==> src/rtl/hazard_ctl_pkg.sv <==
// Shared types and constants for the RAW-hazard / pipeline-control unit.
// Bubble counts are per matching producer stage, selected by forwarding/bypass config.
package hazard_ctl_pkg;

    localparam int REG_W_DEFAULT = 3;

    typedef enum logic {
        RUN   = 1'b0,
        STALL = 1'b1
    } state_e;

    typedef enum logic [1:0] {
        STG_EX  = 2'd0,
        STG_MEM = 2'd1,
        STG_WB  = 2'd2
    } stage_e;

    localparam logic [1:0] NEED_BYP_EX    = 2'd2;
    localparam logic [1:0] NEED_BYP_MEM   = 2'd1;
    localparam logic [1:0] NEED_BYP_WB    = 2'd0;
    localparam logic [1:0] NEED_NOBYP_EX  = 2'd3;
    localparam logic [1:0] NEED_NOBYP_MEM = 2'd2;
    localparam logic [1:0] NEED_NOBYP_WB  = 2'd1;
    localparam logic [1:0] NEED_LOAD_USE  = 2'd1;

    function automatic logic [1:0] stage_need(input int fwd_en, input int rf_bypass,
                                              input stage_e stage, input logic is_load);
        logic [1:0] n;
        n = 2'd0;
        // With forwarding only a load in EX cannot supply its result in time.
        if (fwd_en != 0) begin
            if ((stage == STG_EX) && is_load) n = NEED_LOAD_USE;
        end else if (rf_bypass != 0) begin
            case (stage)
                STG_EX:  n = NEED_BYP_EX;
                STG_MEM: n = NEED_BYP_MEM;
                default: n = NEED_BYP_WB;
            endcase
        end else begin
            case (stage)
                STG_EX:  n = NEED_NOBYP_EX;
                STG_MEM: n = NEED_NOBYP_MEM;
                default: n = NEED_NOBYP_WB;
            endcase
        end
        return n;
    endfunction

    function automatic logic [1:0] max_need(input logic [1:0] a, input logic [1:0] b);
        return (a > b) ? a : b;
    endfunction

endpackage

==> src/rtl/hazard_ctl_need.sv <==
// Combinational bubble-need calculation: worst case over every source operand
// compared against the EX, MEM and WB destinations.
module hazard_need
    import hazard_ctl_pkg::*;
#(
    parameter int REG_W     = REG_W_DEFAULT,
    parameter int NUM_SRC   = 2,
    parameter int FWD_EN    = 0,
    parameter int RF_BYPASS = 1,
    parameter int ZERO_REG  = 0
) (
    input  logic                     id_vld,
    input  logic [NUM_SRC*REG_W-1:0] id_src_addr,
    input  logic [NUM_SRC-1:0]       id_src_vld,
    input  logic [REG_W-1:0]         ex_dst_addr,
    input  logic [REG_W-1:0]         mem_dst_addr,
    input  logic [REG_W-1:0]         wb_dst_addr,
    input  logic                     ex_wr_en,
    input  logic                     mem_wr_en,
    input  logic                     wb_wr_en,
    input  logic                     ex_is_load,
    output logic [1:0]               need
);

    logic [2*NUM_SRC-1:0] op_need;

    for (genvar i = 0; i < NUM_SRC; i++) begin : g_op
        logic [REG_W-1:0] src;
        logic             live;
        logic [1:0]       ex_n;
        logic [1:0]       mem_n;
        logic [1:0]       wb_n;

        assign src  = id_src_addr[i*REG_W +: REG_W];
        // A hard-wired zero register never carries a real dependency.
        assign live = id_vld && id_src_vld[i] && !((ZERO_REG != 0) && (src == '0));

        assign ex_n  = (live && ex_wr_en && (src == ex_dst_addr))
                       ? stage_need(FWD_EN, RF_BYPASS, STG_EX, ex_is_load) : 2'd0;
        assign mem_n = (live && mem_wr_en && (src == mem_dst_addr))
                       ? stage_need(FWD_EN, RF_BYPASS, STG_MEM, 1'b0) : 2'd0;
        assign wb_n  = (live && wb_wr_en && (src == wb_dst_addr))
                       ? stage_need(FWD_EN, RF_BYPASS, STG_WB, 1'b0) : 2'd0;

        assign op_need[2*i +: 2] = max_need(ex_n, max_need(mem_n, wb_n));
    end

    always_comb begin
        need = 2'd0;
        for (int i = 0; i < NUM_SRC; i++) begin
            need = max_need(need, op_need[2*i +: 2]);
        end
    end

endmodule

==> src/rtl/hazard_ctl.sv <==
// Pipeline hazard controller: holds PC/IF-ID and bubbles ID/EX for exactly the
// computed number of cycles, with freeze and taken-branch flush taking priority.
module hazard_ctl
    import hazard_ctl_pkg::*;
#(
    parameter int REG_W     = REG_W_DEFAULT,
    parameter int NUM_SRC   = 2,
    parameter int FWD_EN    = 0,
    parameter int RF_BYPASS = 1,
    parameter int ZERO_REG  = 0,
    parameter int CNT_W     = 16
) (
    input  logic                     clk,
    input  logic                     rst,
    input  logic                     id_vld,
    input  logic [NUM_SRC*REG_W-1:0] id_src_addr,
    input  logic [NUM_SRC-1:0]       id_src_vld,
    input  logic [REG_W-1:0]         ex_dst_addr,
    input  logic [REG_W-1:0]         mem_dst_addr,
    input  logic [REG_W-1:0]         wb_dst_addr,
    input  logic                     ex_wr_en,
    input  logic                     mem_wr_en,
    input  logic                     wb_wr_en,
    input  logic                     ex_is_load,
    input  logic                     br_taken,
    input  logic                     ext_stall,
    output logic                     pc_hold,
    output logic                     ifid_hold,
    output logic                     idex_bubble,
    output logic                     ifid_flush,
    output logic                     pipe_freeze,
    output logic [CNT_W-1:0]         stall_cycles,
    output logic                     dbg_state,
    output logic [1:0]               dbg_cnt
);

    localparam logic [CNT_W-1:0] CNT_ONE = CNT_W'(1);
    localparam logic [CNT_W-1:0] CNT_MAX = '1;

    state_e           state_q, state_d;
    logic [1:0]       cnt_q, cnt_d;
    logic [CNT_W-1:0] stall_cycles_q, stall_cycles_d;
    logic [1:0]       need;

    hazard_need #(
        .REG_W     (REG_W),
        .NUM_SRC   (NUM_SRC),
        .FWD_EN    (FWD_EN),
        .RF_BYPASS (RF_BYPASS),
        .ZERO_REG  (ZERO_REG)
    ) u_need (
        .id_vld       (id_vld),
        .id_src_addr  (id_src_addr),
        .id_src_vld   (id_src_vld),
        .ex_dst_addr  (ex_dst_addr),
        .mem_dst_addr (mem_dst_addr),
        .wb_dst_addr  (wb_dst_addr),
        .ex_wr_en     (ex_wr_en),
        .mem_wr_en    (mem_wr_en),
        .wb_wr_en     (wb_wr_en),
        .ex_is_load   (ex_is_load),
        .need         (need)
    );

    always_comb begin
        state_d        = state_q;
        cnt_d          = cnt_q;
        stall_cycles_d = stall_cycles_q;
        pc_hold        = 1'b0;
        ifid_hold      = 1'b0;
        idex_bubble    = 1'b0;
        ifid_flush     = 1'b0;
        pipe_freeze    = 1'b0;

        if (!rst) begin
            // Outputs stay quiet while reset is held, whatever the inputs say.
        end else if (ext_stall) begin
            pipe_freeze = 1'b1;
            pc_hold     = 1'b1;
            ifid_hold   = 1'b1;
        end else if (br_taken) begin
            // ID holds a wrong-path instruction, so any pending stall is moot.
            ifid_flush  = 1'b1;
            idex_bubble = 1'b1;
            state_d     = RUN;
            cnt_d       = 2'd0;
        end else if (state_q == STALL) begin
            pc_hold     = 1'b1;
            ifid_hold   = 1'b1;
            idex_bubble = 1'b1;
            cnt_d       = cnt_q - 2'd1;
            if (cnt_q == 2'd1) state_d = RUN;
        end else if (need != 2'd0) begin
            // First bubble is issued now; STALL covers the remaining need-1.
            pc_hold     = 1'b1;
            ifid_hold   = 1'b1;
            idex_bubble = 1'b1;
            if (need >= 2'd2) begin
                state_d = STALL;
                cnt_d   = need - 2'd1;
            end
        end

        if (idex_bubble && !ext_stall && (stall_cycles_q != CNT_MAX)) begin
            stall_cycles_d = stall_cycles_q + CNT_ONE;
        end
    end

    always_ff @(posedge clk or negedge rst) begin
        if (!rst) begin
            state_q        <= RUN;
            cnt_q          <= 2'd0;
            stall_cycles_q <= '0;
        end else begin
            state_q        <= state_d;
            cnt_q          <= cnt_d;
            stall_cycles_q <= stall_cycles_d;
        end
    end

    assign stall_cycles = stall_cycles_q;
    assign dbg_state    = state_q;
    assign dbg_cnt      = cnt_q;

endmodule

==> config.mk <==
export PLATFORM = sky130hd
export DESIGN_NAME = hazard_ctl
export DESIGN_NICKNAME = d
export VERILOG_FILES = /design/src/rtl/hazard_ctl_pkg.sv /design/src/rtl/hazard_ctl_need.sv /design/src/rtl/hazard_ctl.sv
export SDC_FILE = /design/constraint.sdc
export NUM_CORES = 1
export LEC_CHECK = 0
export CAP_MARGIN = 20
export CORE_ASPECT_RATIO = 1.75
export CORE_MARGIN = 3
export CORE_UTILIZATION = 30
export DETAILED_ROUTE_END_ITERATION = 8
export PLACE_DENSITY = 0.64
export SYNTH_ARGS = -nofsm -noshare
export SYNTH_HDL_FRONTEND = slang
export SYNTH_SLANG_ARGS = --single-unit
==> constraint.sdc <==
create_clock -name clk -period 3.75 [get_ports clk]
set_input_delay 0.375 -clock clk [delete_from_list [all_inputs] [get_ports clk]]
set_output_delay 0.375 -clock clk [all_outputs]
set_load 0.03 [all_outputs]
==> run metrics, run 1 <==
cell taking the most area after synthesis dfrtp_1; max-slew violations 0; H-tree levels 1; vias in the first global route 1299; Yosys warnings 0; Final Critical Period approximately 3600 ps; Seq. cell area 475 µm²; sequential area share after synthesis 0.361; Fin. Hold Viols 0; clk sinks 19; Antenna Nets Post-Route 0; # fillers approximately 420; Gate Count Post-Synth ~130; initial DRC count 16; worst hold path class input port to async pin; max-cap check violation count 0; GRT overflow 0; CP required between 3000 and 4000 ps; Cell Rows 31; CTS buffer count 3; Final Cycle Share 0.955; synth unique cells 39; Worst R2R Setup Slack ~2000 ps; Max Clk Rate about 0.28 GHz; Critical Path AT 3210 ps; first-pass GRT wire length roughly 5.6 mm; die width ~56 µm; buffers added on ports 44; Worst-Skew Late Latency 260 ps; area grow syn2layout 47.3%; Remaining DRCs 0; EDFF count, synth 0; # nets final 219; power per cell area 348 nW/µm²; Synth Cell Area 1320 µm²; die height between 90 and 100 µm; final wirelength 3.39 mm; NetSw 250 µW; #FFs+latches synth 19; Util after Layout 0.463; Finished Layout Cells ~240; largest net degree at the start of global routing 22; Inst Count DP ~230; initial antenna violation count 0; global-route usage over all layers 0.131; core area around 4200 µm²; Post-synth ARST share 1.00; WHS between 500 and 600 ps; CP endpoint kind primary output; Commonest cells post-synth dfrtp_1, xor2_1, nand2_1; Fin Clk Skew roughly 9.2 ps; Post-Place Setup Slack -101 ps; Sw Ratio 0.371; Avg WL per Cell 14.3 µm; via/cell ratio ~5.2; crit path kind input port to primary output; vias 1228; Max Root-Sink Buffers 2; Final WS setup approximately 170 ps; Comb pwr share 0.375; Worst Tran Pin Value around 510 ps; worst-path fanout max 3; worst IR drop on VDD ~0.00030 V; run status completed; post-DP HPWL between 2 and 3 mm; multi-input logic area about 800 µm²; Root Driver clkbuf_8; leakage dissipation a little under 0.9 nW; Synth top area share 0.361; ant diodes 0; syn_area_per_cell about 10 µm²; Net Count, Synth about 160; top cells by area, synth dfrtp_1, xor2_1, ha_1; Clock transition at path regs around 80 ps; Pint around 430 µW; DIE AREA roughly 5200 µm²; Rel. slew slack 0.660; gpl congestion 0.767; Initial Util 0.314; unrepaired setup endpoints after global routing false; router iterations before antenna repair 4; Flop pwr share 0.408; share of cells above drive strength 1 0.198; DP Area roughly 1900 µm²; post-route cell area ~1900 µm²; CTS tree done; CP startpoint kind input port; io pins 50; final setup fails 0; Top FF cell, synth dfrtp_1; clock share of power 0.218
-- worst paths after layout --
kind,depth (start not counted),to,from
min,2,stall_cycles[12],rst
max reg2reg,6,stall_cycles[14],stall_cycles[0]
max,15,pc_hold,ex_dst_addr[0]
min reg2reg,1,stall_cycles[15],stall_cycles[15]
min in group clk,1,stall_cycles[15],stall_cycles[15]
max in group asynchronous,2,stall_cycles[8],rst
-- area by class of cell --
class | count | share of cell area
inverters | 6 | 0.0116
repair buffers | 55 | 0.274
well taps | 49 | 0.0316
flip-flops and latches | 19 | 0.245
clock inverters | 1 | 0.00258
clock buffers | 3 | 0.0213
multi-input cells | 103 | 0.414
-- state kept, by name, summed over array words and instances, names as in the netlist --
name / cells
stall_cycles: 16
dbg_cnt: 2
dbg_state: 1
-- metrics by stage --
| step | TNS (ps) | power (mW) |
|---|---|---|
| floorplan | 0 | 0.406 |
| global placement | -149 | 0.521 |
| detailed placement | -684 | 0.533 |
| CTS | 0 | 0.679 |
| global route | 0 | 0.711 |
| finish | 0 | 0.676 |
-- layer usage --
| layer | up-vias | routed length [µm] | part of all wire | GRT usage |
|---|---|---|---|---|
| met3 | 5 | 215 | 0.064 | 0.0221 |
| met5 | - | 0 | 0 | 0 |
| li1 | 579 | - | - | - |
| met2 | 49 | 1920 | 0.57 | 0.271 |
| met1 | 595 | 1210 | 0.36 | 0.125 |
| met4 | 0 | 35 | 0.010 | 0.0416 |
-- power groups by stage --
stage / logic (mW) / registers [mW] / clock network, mW
2_1_floorplan: 0.0799 / 0.326 / 0
4_1_cts: 0.255 / 0.275 / 0.149
6_report: 0.253 / 0.276 / 0.147
3_5_place_dp: 0.255 / 0.279 / 0
3_3_place_gp: 0.245 / 0.275 / 0
5_1_grt: 0.273 / 0.280 / 0.157
-- logic make-up after synthesis --
| group | count (synthesis) | share of synthesized area |
|---|---|---|
| xor+xnor | 26 | 0.173 |
| simple gates | 51 | 0.225 |
| mux | 2 | 0.0171 |
| flops | 19 | 0.361 |
| compound gates | 19 | 0.136 |
| fa+ha+maj | 5 | 0.0475 |
| buf+inv | 9 | 0.0399 |
-- worst max-delay path: stages --
cell and delay [ps]:
clkdlybuf4s50_1 450, xor2_1 180, or4_4 500, and2_4 160, ha_1 170, or2_4 250, nor2_2 90, nand4_1 100
nand2_1 80, a31oi_1 60, ha_2 200, buf_4 130, a21oi_2 120, o21a_1 190, buf_6 140
-- cells in the final DEF, fill, tap and decap left out, types with 2 or more instances in the layout --
cell / synthesis / routed
a31oi_1: 2 / 2
and2_1: 3 / 2
and3_1: 4 / 4
and4_1: 3 / 3
buf_4: 1 / 12
buf_6: 2 / 2
clkbuf_8: 0 / 3
clkdlybuf4s50_1: 0 / 36
dfrtp_1: 19 / 19
dlymetal6s2s_1: 0 / 4
ha_1: 5 / 4
inv_1: 5 / 5
mux2_1: 2 / 2
nand2_1: 10 / 10
nand3_1: 9 / 9
nand4_1: 3 / 3
nor2_1: 8 / 7
nor3_1: 3 / 3
o21a_1: 2 / 2
o21ai_0: 2 / 2
or4_4: 2 / 2
xnor2_1: 7 / 7
xor2_1: 19 / 19
-- what timing repair did --
action                     4_1_cts  5_1_grt
resized for setup                2       10
setup endpoints to repair        2        4
setup buffers                    0        1
hold buffers                     0        0
pin swaps                        0        4
No activity file was read; power rests on OpenSTA's default activity.
==> inputs of run 2 (changes only) <==
--- a/config.mk
+++ b/config.mk
@@ -11,6 +11,7 @@
 export CORE_UTILIZATION = 30
 export DETAILED_ROUTE_END_ITERATION = 8
 export PLACE_DENSITY = 0.64
+export SKIP_CTS_REPAIR_TIMING = 1
 export SYNTH_ARGS = -nofsm -noshare
 export SYNTH_HDL_FRONTEND = slang
 export SYNTH_SLANG_ARGS = --single-unit
==> run metrics, run 2 (same netlist as run 1, synthesis figures left out) <==
max reg flops 16; Finished Layout Cells about 240; vias about 1200; Critical Path AT about 3200 ps; CTS buffer count 3; unrepaired setup endpoints after global routing false; Inst Count DP roughly 230; CP required 3380 ps; Remaining DRCs 0; die width approximately 56 µm; largest net degree at the start of global routing 22; io pins 50; via/cell ratio between 5 and 6; initial antenna violation count 0; initial DRC count 16; post-DP HPWL about 2.8 mm; ant diodes 0; WHS 503 ps; max-cap check violation count 0; power per cell area 348 nW/µm²; CTS tree done; CP endpoint kind primary output; # fillers about 420; Worst Tran Pin Value 510 ps; vias in the first global route ~1300; leakage dissipation slightly below 0.9 nW; commonest non-fill, non-tap cell in the layout clkdlybuf4s50_1; gpl congestion approximately 0.77; most frequent cells in the layout clkdlybuf4s50_1, xor2_1, dfrtp_1; Post-Place Setup Slack -101 ps; GRT overflow 0; area grow syn2layout 47.6%; die height roughly 94 µm; worst IR drop on VDD about 0.00030 V; Worst-Skew Late Latency approximately 260 ps; buffers added on ports between 40 and 50; Max Root-Sink Buffers 2; # nets final 219; CP startpoint kind input port; router iterations before antenna repair 4; Cell Rows 31; Avg WL per Cell 14.4 µm; clk sinks 19; first-pass GRT wire length 5.61 mm; global-route usage over all layers 0.131; Root Driver clkbuf_8; final wirelength about 3.4 mm; Fin. Hold Viols 0; Final Critical Period around 3600 ps; core area 4190 µm²; Fin Clk Skew approximately 9 ps; run status completed; Final WS setup 167 ps; H-tree levels 1; worst hold path class input port to async pin; Max Clk Rate approximately 0.28 GHz; Final Cycle Share 0.955; final setup fails 0; Final TNS setup 0 ps; Initial Util 0.314; Clock transition at path regs approximately 80 ps; share of cells above drive strength 1 0.198; Rel. slew slack 0.660; Antenna Nets Post-Route 0; crit path kind input port to primary output; max-slew violations 0; worst-path fanout max 3; DIE AREA ~5200 µm²
[run 2: metal layers]
layer,routed length (µm),GRT usage
met5,0,0
met3,215,0.0221
met2,1920,0.271
met1,1220,0.125
met4,35,0.0416
[run 2: stage by stage]
step	instance area, µm²	total power, mW	utilization
after floorplan	1320	0.406	-
after global placement	1860	0.521	0.443
after detailed placement	1860	0.533	0.443
after CTS	1900	0.679	0.454
after global routing	1940	0.711	0.464
final	1940	0.676	0.464
[run 2: final timing paths]
kind,startpoint,endpoint,slack [ps],cells past startpoint
worst max-delay path,ex_dst_addr[0],pc_hold,170,15
worst min-delay path,rst,stall_cycles[12],500,2
worst max register to register,stall_cycles[0],stall_cycles[14],1950,6
worst min register to register,stall_cycles[15],stall_cycles[15],510,1
max in group asynchronous,rst,stall_cycles[8],3020,2
min in group clk,stall_cycles[15],stall_cycles[15],510,1
[run 2: layout make-up]
class | count | area (µm²) | area share
clock inverter | 1 | 5.00 | 0.00258
inverter | 6 | 22.5 | 0.0116
timing repair buffer | 55 | 536 | 0.276
tap | 49 | 61.3 | 0.0316
sequential | 19 | 475 | 0.245
clock buffer | 3 | 41.3 | 0.0212
multi-input combinational | 103 | 802 | 0.413
[run 2: worst max-delay path: stages]
cell             delay (ps)
clkdlybuf4s50_1         450
xor2_1                  180
or4_4                   500
and2_4                  160
ha_1                    170
or2_4                   250
nor2_2                   90
nand4_1                 100
nand2_1                  80
a31oi_1                  60
ha_2                    200
buf_4                   130
a21oi_2                 120
o21a_1                  190
buf_6                   140
[run 2: power by group]
group          total [mW]  internal [mW]  leakage (nW)  switching [mW]
clock network       0.147         0.0740        0.0255          0.0730
logic               0.253          0.118         0.602           0.135
registers           0.276          0.234         0.247          0.0420
total               0.676          0.426         0.874           0.250
==> variant (settings of run 1) <==
`RF_BYPASS` is set to 1 in 2 places; all go to 0.
--- a/src/rtl/hazard_ctl_need.sv
+++ b/src/rtl/hazard_ctl_need.sv
@@ -6,7 +6,7 @@
     parameter int REG_W     = REG_W_DEFAULT,
     parameter int NUM_SRC   = 2,
     parameter int FWD_EN    = 0,
-    parameter int RF_BYPASS = 1,
+    parameter int RF_BYPASS = 0,
     parameter int ZERO_REG  = 0
 ) (
     input  logic                     id_vld,
--- a/src/rtl/hazard_ctl.sv
+++ b/src/rtl/hazard_ctl.sv
@@ -6,7 +6,7 @@
     parameter int REG_W     = REG_W_DEFAULT,
     parameter int NUM_SRC   = 2,
     parameter int FWD_EN    = 0,
-    parameter int RF_BYPASS = 1,
+    parameter int RF_BYPASS = 0,
     parameter int ZERO_REG  = 0,
     parameter int CNT_W     = 16
 ) (
Check against the original RTL: not equivalent (a bounded check fails within 4 cycles, from zero or initial values and one cycle with rst low).
==> variant against run 1 <==
- wire length increased by 7.6%
- sequential cell count unchanged
- power increased by 10%
- sequential power increased by 3%
- non-clock buffer count increased by 23
- setup slack got worse by 0.045 ns
- area after synthesis increased by 5.0%
- final area increased by 17%
==> variant: results (changes against run 1) <==
| Quantity | This run | Change |
|:---|:---|:---|
| Maximum net fanout on the critical path | 2 | was 3 |
| Routability Congestion | 0.7893 | was 0.7669 |
| Filler Cell Count | 393 | was 418 |
| Slowest-stage cell, CP | sky130_fd_sc_hd__or4_4 | unchanged |
| Met1 layer usage reported by global route | 0.1299 | was 0.1246 |
| Final Cycle Share | 0.9673 | was 0.9554 |
| Internal Pwr Total | 0.4617 mW | was 0.4253 mW |
| Result of the run | complete, no violations | unchanged |
| Mux contribution to synthesized area | 0.01629 | was 0.01711 |
| Most common library cells after synthesis | sky130_fd_sc_hd__xor2_1 (21), sky130_fd_sc_hd__dfrtp_1 (19), sky130_fd_sc_hd__nand3_1 (16) | was sky130_fd_sc_hd__dfrtp_1 (19), sky130_fd_sc_hd__xor2_1 (19), sky130_fd_sc_hd__nand2_1 (10) |
| Largest cells by area after synthesis | sky130_fd_sc_hd__dfrtp_1 (34%), sky130_fd_sc_hd__xor2_1 (13%), sky130_fd_sc_hd__xnor2_1 (7.0%) | was sky130_fd_sc_hd__dfrtp_1 (36%), sky130_fd_sc_hd__xor2_1 (13%), sky130_fd_sc_hd__ha_1 (4.8%) |
| Endpoint arrival time on the critical path | 3.25 ns | was 3.21 ns |
| Fraction of the mapped netlist area in adder cells | 0.06335 | was 0.04753 |
| Static power due to leakage | 0.9971 nW | was 0.8660 nW |
| Longest Clk Path Bufs | 2 | unchanged |
| Post-synthesis cell count | 141 | was 131 |
| Maximum clock skew at final layout | 0.004806 ns | was 0.009236 ns |
| Sequential element share of the synthesized area | 0.3439 | was 0.3612 |
| Compound-Gate Fraction of Synth Area | 0.09955 | was 0.1359 |
| DRC marker count from the first detailed-route iteration | 28 | was 16 |
| First-pass GRT wire length | 5996 um | was 5609 um |
| Area share of xor/xnor cells in the synthesized design | 0.2027 | was 0.1730 |
| Fraction of final layout cells with drive strength greater than 1 | 0.2568 | was 0.1979 |
| Number of distinct library cells after synthesis | 37 | was 39 |
| Headroom to the max-slew limit | 0.7337 | was 0.6596 |
| Maximum single-stage delay on the critical path | 0.56 ns | was 0.50 ns |
| Routed length per placed instance | 13.34 um | was 14.34 um |
| Post-DP HPWL | 3055 um | was 2762 um |
| Worst IR drop on VDD | 398.4 uV | was 302.7 uV |
| Number of global-route vias before repair | 1366 | was 1299 |
| Global routing usage on met3 | 0.01477 | was 0.02210 |
variant: cell types whose count changed after synthesis, moves of 3 or more:
cell / delta
sky130_fd_sc_hd__nor2b_1: +3
sky130_fd_sc_hd__nor2_1: -6
sky130_fd_sc_hd__xnor2_1: +4
sky130_fd_sc_hd__o2111ai_1: +3
sky130_fd_sc_hd__nand3_1: +7
sky130_fd_sc_hd__and3_1: -3
variant: timing repair:
item,CTS,global route
pin swaps,5,4
gates resized for setup,34,13
setup buffers,2,1
setup endpoints to repair,15,20
variant: cell families (layout without fill, tap and decap cells):
group,count (synthesis),after routing
simple gates,55,55
xor+xnor,32,32
flops,19,19
compound gates,18,18
buf+inv,8,89
fa+ha+maj,7,7
mux,2,2
variant: area by class of cell:
cell class                      count  share of cell area
Timing Repair Buffer               78              0.3062
Clock inverter                      1            0.002211
Clock buffer                        3             0.01824
Inverter                            7             0.01382
Sequential cell                    19              0.2101
Multi-Input combinational cell    114              0.4212
Tap cell                           51             0.02819
variant: power groups by stage:
stage / Sequential [mW] / Clock [mW] / Combinational (mW)
2_1_floorplan: 0.338 / 0 / 0.0956
3_3_place_gp: 0.283 / 0 / 0.301
3_5_place_dp: 0.285 / 0 / 0.307
4_1_cts: 0.282 / 0.147 / 0.309
5_1_grt: 0.287 / 0.153 / 0.341
6_report: 0.283 / 0.143 / 0.319
variant: through the flow:
step / worst slack, ns / cell area (um^2) / hold WS, ns / util / std cells
floorplan: 0.1730 / 1383 / 0.07941 / - / 141
global placement: -0.4888 / 2122 / 0.4727 / 0.4775 / 266
detailed placement: -0.5318 / 2122 / 0.4928 / 0.4775 / 266
CTS: 0.003947 / 2186 / 0.4211 / 0.4918 / 272
global route: -0.007417 / 2263 / 0.4482 / 0.5093 / 273
finish: 0.1226 / 2263 / 0.4081 / 0.5093 / 273
variant: per-layer routing:
metal  wire length [um]  vias to the layer above  part of all wire
li1                   -                      669                 -
met1               1248                      620              0.34
met2               2180                       46              0.60
met3                168                        4             0.046
met4                 44                        0             0.012
met5                  0                        -                 0
variant: path summary, 6_finish.rpt:
check,from,end,slack (ns),cells after the start
setup / recovery,wb_dst_addr[2],ifid_hold,0.12,13
hold / removal,rst,dbg_cnt[1],0.41,1
setup reg to reg,stall_cycles[3],stall_cycles[1],1.81,5
hold reg to reg,stall_cycles[8],stall_cycles[8],0.50,1
max in group asynchronous,rst,stall_cycles[0],2.83,2
min in group clk,stall_cycles[8],stall_cycles[8],0.50,1
